## config.mk

```make
export PLATFORM = sky130hd
export DESIGN_NAME = cbus_rr_arbiter
export DESIGN_NICKNAME = d
export VERILOG_FILES = /design/src/rtl/cbus_rr_arbiter.sv
export SDC_FILE = /design/constraint.sdc
export NUM_CORES = 1
export LEC_CHECK = 0
export ABC_AREA = 1
export CAP_MARGIN = 25
export CORE_AREA = 2 2 124 126
export CTS_BUF_LIST = sky130_fd_sc_hd__clkbuf_2
export DETAILED_ROUTE_END_ITERATION = 6
export DIE_AREA = 0 0 126 128
export PLACE_DENSITY = 0.54
export SLEW_MARGIN = 20
export SYNTH_ARGS = -nofsm -noshare
export SYNTH_HDL_FRONTEND = slang
export SYNTH_SLANG_ARGS = --single-unit
```

## constraint.sdc

```tcl
create_clock -name clk -period 1.55 [get_ports clk]
set_clock_uncertainty 0.15 [all_clocks]
set_input_delay 0.31 -clock clk [delete_from_list [all_inputs] [get_ports clk]]
set_output_delay 0.31 -clock clk [all_outputs]
set_load 0.02 [all_outputs]
```

## src/rtl/cbus_rr_arbiter.sv

```systemverilog
// N:1 CBus arbiter. One requester owns the downstream port for a whole burst and
// then releases it; priority is round-robin or fixed (lowest index wins).

package cbus_pkg;

    typedef struct packed {
        logic        valid;
        logic        write;
        logic [31:0] addr;
        logic [31:0] wdata;
        logic [3:0]  wstrb;
    } cbus_req_t;

    typedef struct packed {
        logic        ready;
        logic        last;
        logic        err;
        logic [31:0] rdata;
    } cbus_resp_t;

endpackage

module cbus_rr_arbiter
    import cbus_pkg::*;
#(
    parameter int unsigned  NUM_INPUTS = 2,
    parameter bit           RR_ENABLE  = 1'b1,
    localparam int unsigned IDX_W      = (NUM_INPUTS > 1) ? $clog2(NUM_INPUTS) : 1
) (
    input  logic                        clk,
    input  logic                        reset,
    input  cbus_req_t  [NUM_INPUTS-1:0] ireqs,
    output cbus_resp_t [NUM_INPUTS-1:0] iresps,
    output cbus_req_t                   oreq,
    input  cbus_resp_t                  oresp,
    output logic                        grant_valid,
    output logic [IDX_W-1:0]            grant_idx
);

    localparam logic [IDX_W:0]   NumW    = (IDX_W + 1)'(NUM_INPUTS);
    localparam logic [IDX_W-1:0] LastIdx = IDX_W'(NUM_INPUTS - 1);

    if (NUM_INPUTS == 0 || NUM_INPUTS > 16) begin : g_bad_param
        $error("cbus_rr_arbiter: NUM_INPUTS must be in 1..16");
    end

    typedef enum logic {
        StIdle,
        StBusy
    } state_e;

    state_e           state_q, state_d;
    logic [IDX_W-1:0] grant_q, grant_d;
    logic [IDX_W-1:0] rr_ptr, rr_ptr_d;

    logic [IDX_W-1:0] search_base;
    logic [IDX_W-1:0] sel_idx;
    logic             sel_found;
    logic [IDX_W:0]   cand;
    logic [IDX_W-1:0] next_ptr;
    logic             done;

    // Circular search starting at search_base; fixed priority simply starts at 0.
    always_comb begin
        search_base = RR_ENABLE ? rr_ptr : '0;
        sel_found   = 1'b0;
        sel_idx     = '0;
        cand        = '0;
        for (int unsigned off = 0; off < NUM_INPUTS; off++) begin
            cand = {1'b0, search_base} + (IDX_W + 1)'(off);
            if (cand >= NumW) begin
                cand = cand - NumW;
            end
            if (!sel_found && ireqs[cand[IDX_W-1:0]].valid) begin
                sel_found = 1'b1;
                sel_idx   = cand[IDX_W-1:0];
            end
        end
    end

    assign done     = (state_q == StBusy) && oresp.ready && oresp.last;
    assign next_ptr = (grant_q == LastIdx) ? '0 : grant_q + 1'b1;

    always_comb begin
        state_d  = state_q;
        grant_d  = grant_q;
        rr_ptr_d = rr_ptr;
        unique case (state_q)
            StIdle: begin
                if (sel_found) begin
                    state_d = StBusy;
                    grant_d = sel_idx;
                end
            end
            StBusy: begin
                // Only the final beat releases the grant; owner's valid is not consulted.
                if (done) begin
                    state_d  = StIdle;
                    grant_d  = '0;
                    rr_ptr_d = next_ptr;
                end
            end
            default: begin
                state_d = StIdle;
                grant_d = '0;
            end
        endcase
    end

    always_ff @(posedge clk) begin
        if (reset) begin
            state_q <= StIdle;
            grant_q <= '0;
            rr_ptr  <= '0;
        end else begin
            state_q <= state_d;
            grant_q <= grant_d;
            rr_ptr  <= rr_ptr_d;
        end
    end

    always_comb begin
        oreq   = '0;
        iresps = '0;
        if (state_q == StBusy) begin
            oreq            = ireqs[grant_q];
            iresps[grant_q] = oresp;
        end
    end

    assign grant_valid = (state_q == StBusy);
    assign grant_idx   = grant_q;

    a_idle_idx_zero: assert property (@(posedge clk) disable iff (reset)
        !grant_valid |-> (grant_idx == '0));

    a_single_resp: assert property (@(posedge clk) disable iff (reset)
        !grant_valid |-> (iresps == '0) && (oreq == '0));

endmodule

```

== Word level (Yosys, flattened, before mapping) ==
Index checks and enable logic that the tools add are counted.
Word-level totals
  memories: 0
  output and inout bits: 142
  logic and storage cells: 47
  bits in registers: 3
  input bits: 177
  memory bits (read-only): 0
  bits in latches: 0
  memory bits (writable): 0
Cells by class
  reduce and logical (&&, ||, !) cells: 7
  add/subtract/negate cells: 4
  shift-type cells: 0
  equal/unequal tests: 2
  multiply operators: 0
  bitwise logic cells: 2
  div/mod/pow operators: 0
  mux-type cells: 23
  $lt $le $gt $ge: 6
Operators by type and width (count)
  $mux W70: 8
  $and A70 B70 Y70: 1
  $demux W35 S1: 1
  $mux W35: 1
  $mux W1: 11
  $lt A1 B2 Y1 const B: 3
  $logic_and A1 B1 Y1: 4
  $pmux W1 S2: 2
  $reduce_and A2 Y1: 2
  $add A1 B1 Y2 const B: 1
  $ge A1 B2 Y1 const B: 1
  $ge A2 B2 Y1 const B: 1
  $ne A2 B1 Y1 const B: 1
  $ne A2 B2 Y1 const B: 1
  $sub A1 B1 Y1 const B: 2
  $add A1 B1 Y1 const B: 1
  $ge A1 B1 Y1 const B: 1
  $logic_not A1 Y1: 1
  $not A1 Y1: 1

== Longest topological paths before layout ==
  depth after elaboration: 10
  mapped depth: 6
  depth with buffers taken out: 5

== Worst setup path before layout ==
No wires, ideal clock.
  kind: reg2out
  start: register grant_q (netlist: grant_idx)
  end: output port oreq[0] (netlist name)
  buffers on the path: 2
  cell stages (with the launch flop): 5
  arrival time: 1.186 ns
  setup slack: -0.096 ns
  data required time: 1.090 ns
  cell sequence: dfxtp_1 -> buf_6 -> buf_4 -> nand2_1 -> a21oi_1
RTL lines
  from (decl): RTL line 53  | logic [IDX_W-1:0] grant_q, grant_d;
  from (signal assigned): RTL line 117  | grant_q <= grant_d;
  to (decl): RTL line 34  | output cbus_req_t oreq,

==> reports/results.txt <==
CP top delay family = buffers and inverters
Drt total wl = 13300 µm
Fill cells = 1585
# nets final = 882
Worst Path Required = 1.09 ns
TritonCTS Buffers = 3
CP Buf/Inv Count = 4
Final Cycle Share = 121%
Worst Setup Start Kind = flip-flop
Placed cell areas = 5360 µm²
Slowest-stage cell, CP = dfxtp_4
Layout cell share with drive strength beyond 1 = 42.6%
Sink Count = 3
Final non-filler cell area = 5790 µm²
Post-Syn Area = 1680 µm²
CTS tree = yes
Slew @ Worst Pin = 0.281 ns
Clock latency on the worst-skew pair = 0.19 ns
Leading area contributor after synthesis = nand2_1
Post-layout minimum cycle time = 1.87 ns
Core Region = 14900 µm²
RSZ-0062 raised after global routing = yes
Mapped Nets = 543
Warnings, synthesis = 0
Final Hold Slack = 0.314 ns
Diode count = 0
Sequential cell area = 67.6 µm²
Reg clk slew, reported paths = 0.04 ns
Vias in the first global route = 3335
Max-slew headroom = 81.3%
Grt ovf = 0
WHS Path Cells = 2
Yosys cell types = 16
RR Endpoint = grant_idx$_SDFFE_PP0P_
Crit Path Max Fanout = 5
Endpoints failing setup = 141
Starting Density = 11.3%
Die W = 126 µm
Slew Viols, Final = 0
F_max = 535 MHz
Num rows = 45
PnR worst setup slack = -0.318 ns
Leak Pwr = 2.68 nW
RePlAce Congestion = 0.808
Die H = 128 µm
CP Class = reg -> out
FF-to-FF setup slack = 0.20 ns
Top-area cell type share of the netlist area = 31.9%
RR Startpoint = grant_idx$_SDFFE_PP0P_
Largest cells by area after synthesis = nand2_1 32%, a21oi_1 18%, nor2_1 16%, inv_1 8.2%, buf_4 5.8%
IO Port Bufs = 318
Routed vias/inst = 4.03
Worst Path Arrival = 1.41 ns
Largest net degree at the start of global routing = 43
CP max stage delay = 0.43 ns
Min-Delay Startpoint = rr_ptr$_SDFFE_PP0P_
Starting DRT DRC Count = 112
Flops & latches, synth = 3
Status = finished, violations left
Routed via count = 3592
Synth-to-layout area growth = 244%
Initial antenna violation count = 0
Final ANT Viol Nets = 0
Maximum VDD drop = 0.000248 V
Final HPWL DP = 9440 µm
CTS root buffer = clkbuf_2
Worst Hold Endpoint = rr_ptr$_SDFFE_PP0P_
Wire per inst = 14.9 µm
I/O pins = 319
Final hold violation count = 0
Crit path capture type = primary output
Crit path cell chain = buf_6 -> buf_4 -> buf_6 -> nand2_1 -> a21oi_1 -> buf_4
Seq/Total Area, Yosys = 3.57%
First-pass GRT wire length = 17400 µm
Clock Tree Buf Depth = 2
Reg2reg path depth = 7
Final core occ = 39.0%
Power Dens Cells = 423 nW/µm²
Die ar. = 16100 µm²
Drt drc = 0
H-Tree Depth = 1
MaxCap Viol Count = 0
Failing checks = setup timing
Worst min path class = reg -> reg
Placed Instances = 867
Aggregate global-route resource usage = 12.9%
Area of the multi-input gates = 1700 µm²
Finished Layout Cells = 892
Post-Syn Instances = 366
DRT Pass-1 Iters = 4
Final Power = 2.45 mW
Syn Area/Cell = 4.60 µm²
==> power by group <==
group	total, mW	leakage, nW	internal [mW]	switching, mW
Clock	0.105	0.0166	0.0681	0.0372
Sequential	0.106	0.0259	0.0850	0.0212
Combinational	2.24	2.64	1.14	1.10
==> per-layer routing <==
metal	vias to the layer above	track usage (%)	share of wire [%]
met5	-	0	0
met4	0	1.87	0.87
met3	18	3.42	7.9
met2	190	24.9	54
met1	1588	14.5	37
li1	1796	-	-
==> state kept, by name, summed over array words and instances (netlist names) <==
name and flops:
grant_valid 1, grant_idx 1, rr_ptr 1
==> layout by cell type (no fill, tap or decap), drive strengths merged <==
cell type	n
clkdlybuf4s15	4
clkinv	1
o21ai	2
dfxtp	3
nand2	145
dlymetal6s2s	1
buf	172
a21oi	72
clkbuf	13
nand3	3
nor2	73
inv	39
clkdlybuf4s50	176
==> metrics by stage <==
stage	TNS [ns]	worst slack [ns]
floorplan	-0.636	-0.0148
global placement	-65.08	-0.583
detailed placement	-65.97	-0.566
CTS	-34.22	-0.313
global route	-38.10	-0.365
finish	-29.53	-0.318
==> worst register-to-register path: cells and delay by family (launching register included) <==
family | cells | cell delay (ns)
AND/OR/NAND/NOR | 3 | 0.22
buffers and inverters | 4 | 0.48
flip-flops | 1 | 0.43
==> synth_stat cells, drive strengths merged <==
master	instances
a21oi	72
buf	29
dfxtp	3
inv	39
nand2	145
nand3	3
nor2	73
o21ai	2
==> worst max-delay path by stage <==
| stage | start | depth (start not counted) | to |
|---|---|---|---|
| finish | grant_idx$_SDFFE_PP0P_ | 6 | oreq[57] |
| global route | grant_idx$_SDFFE_PP0P_ | 6 | oreq[57] |
| CTS | grant_idx$_SDFFE_PP0P_ | 5 | oreq[56] |
| detailed placement | ireqs[136] | 4 | oreq[66] |
| global placement | ireqs[129] | 4 | oreq[59] |
| floorplan | grant_idx$_SDFFE_PP0P_ | 4 | oreq[15] |
==> cells by family (layout without fill, tap and decap cells) <==
kind of cell           after synthesis  in the layout  share of synthesized area [%]
flip-flops                           3              3                           3.57
AO/OA/AOI/OAI                       74             74                           24.2
AND/OR/NAND/NOR                    221            221                           50.5
buffers and inverters               68            406                           21.7
==> cell type report <==
type                    instances  share of cell area, %
clock buffers                   4                  0.346
inverters                      39                   2.79
multi-input cells             295                   29.3
flip-flops and latches          3                   1.17
well taps                     188                   4.06
repair buffers                362                   62.2
repair inverters                1                  0.151
==> timing repair <==
action                                  4_1_cts  5_1_grt
gates cloned                                  1       14
hold buffers                                  0        0
buffers inserted                              1        5
resized for setup                           587      205
pin swaps                                     0        8
endpoints found under the setup margin      142      143
(Power assumes the default switching activity.)
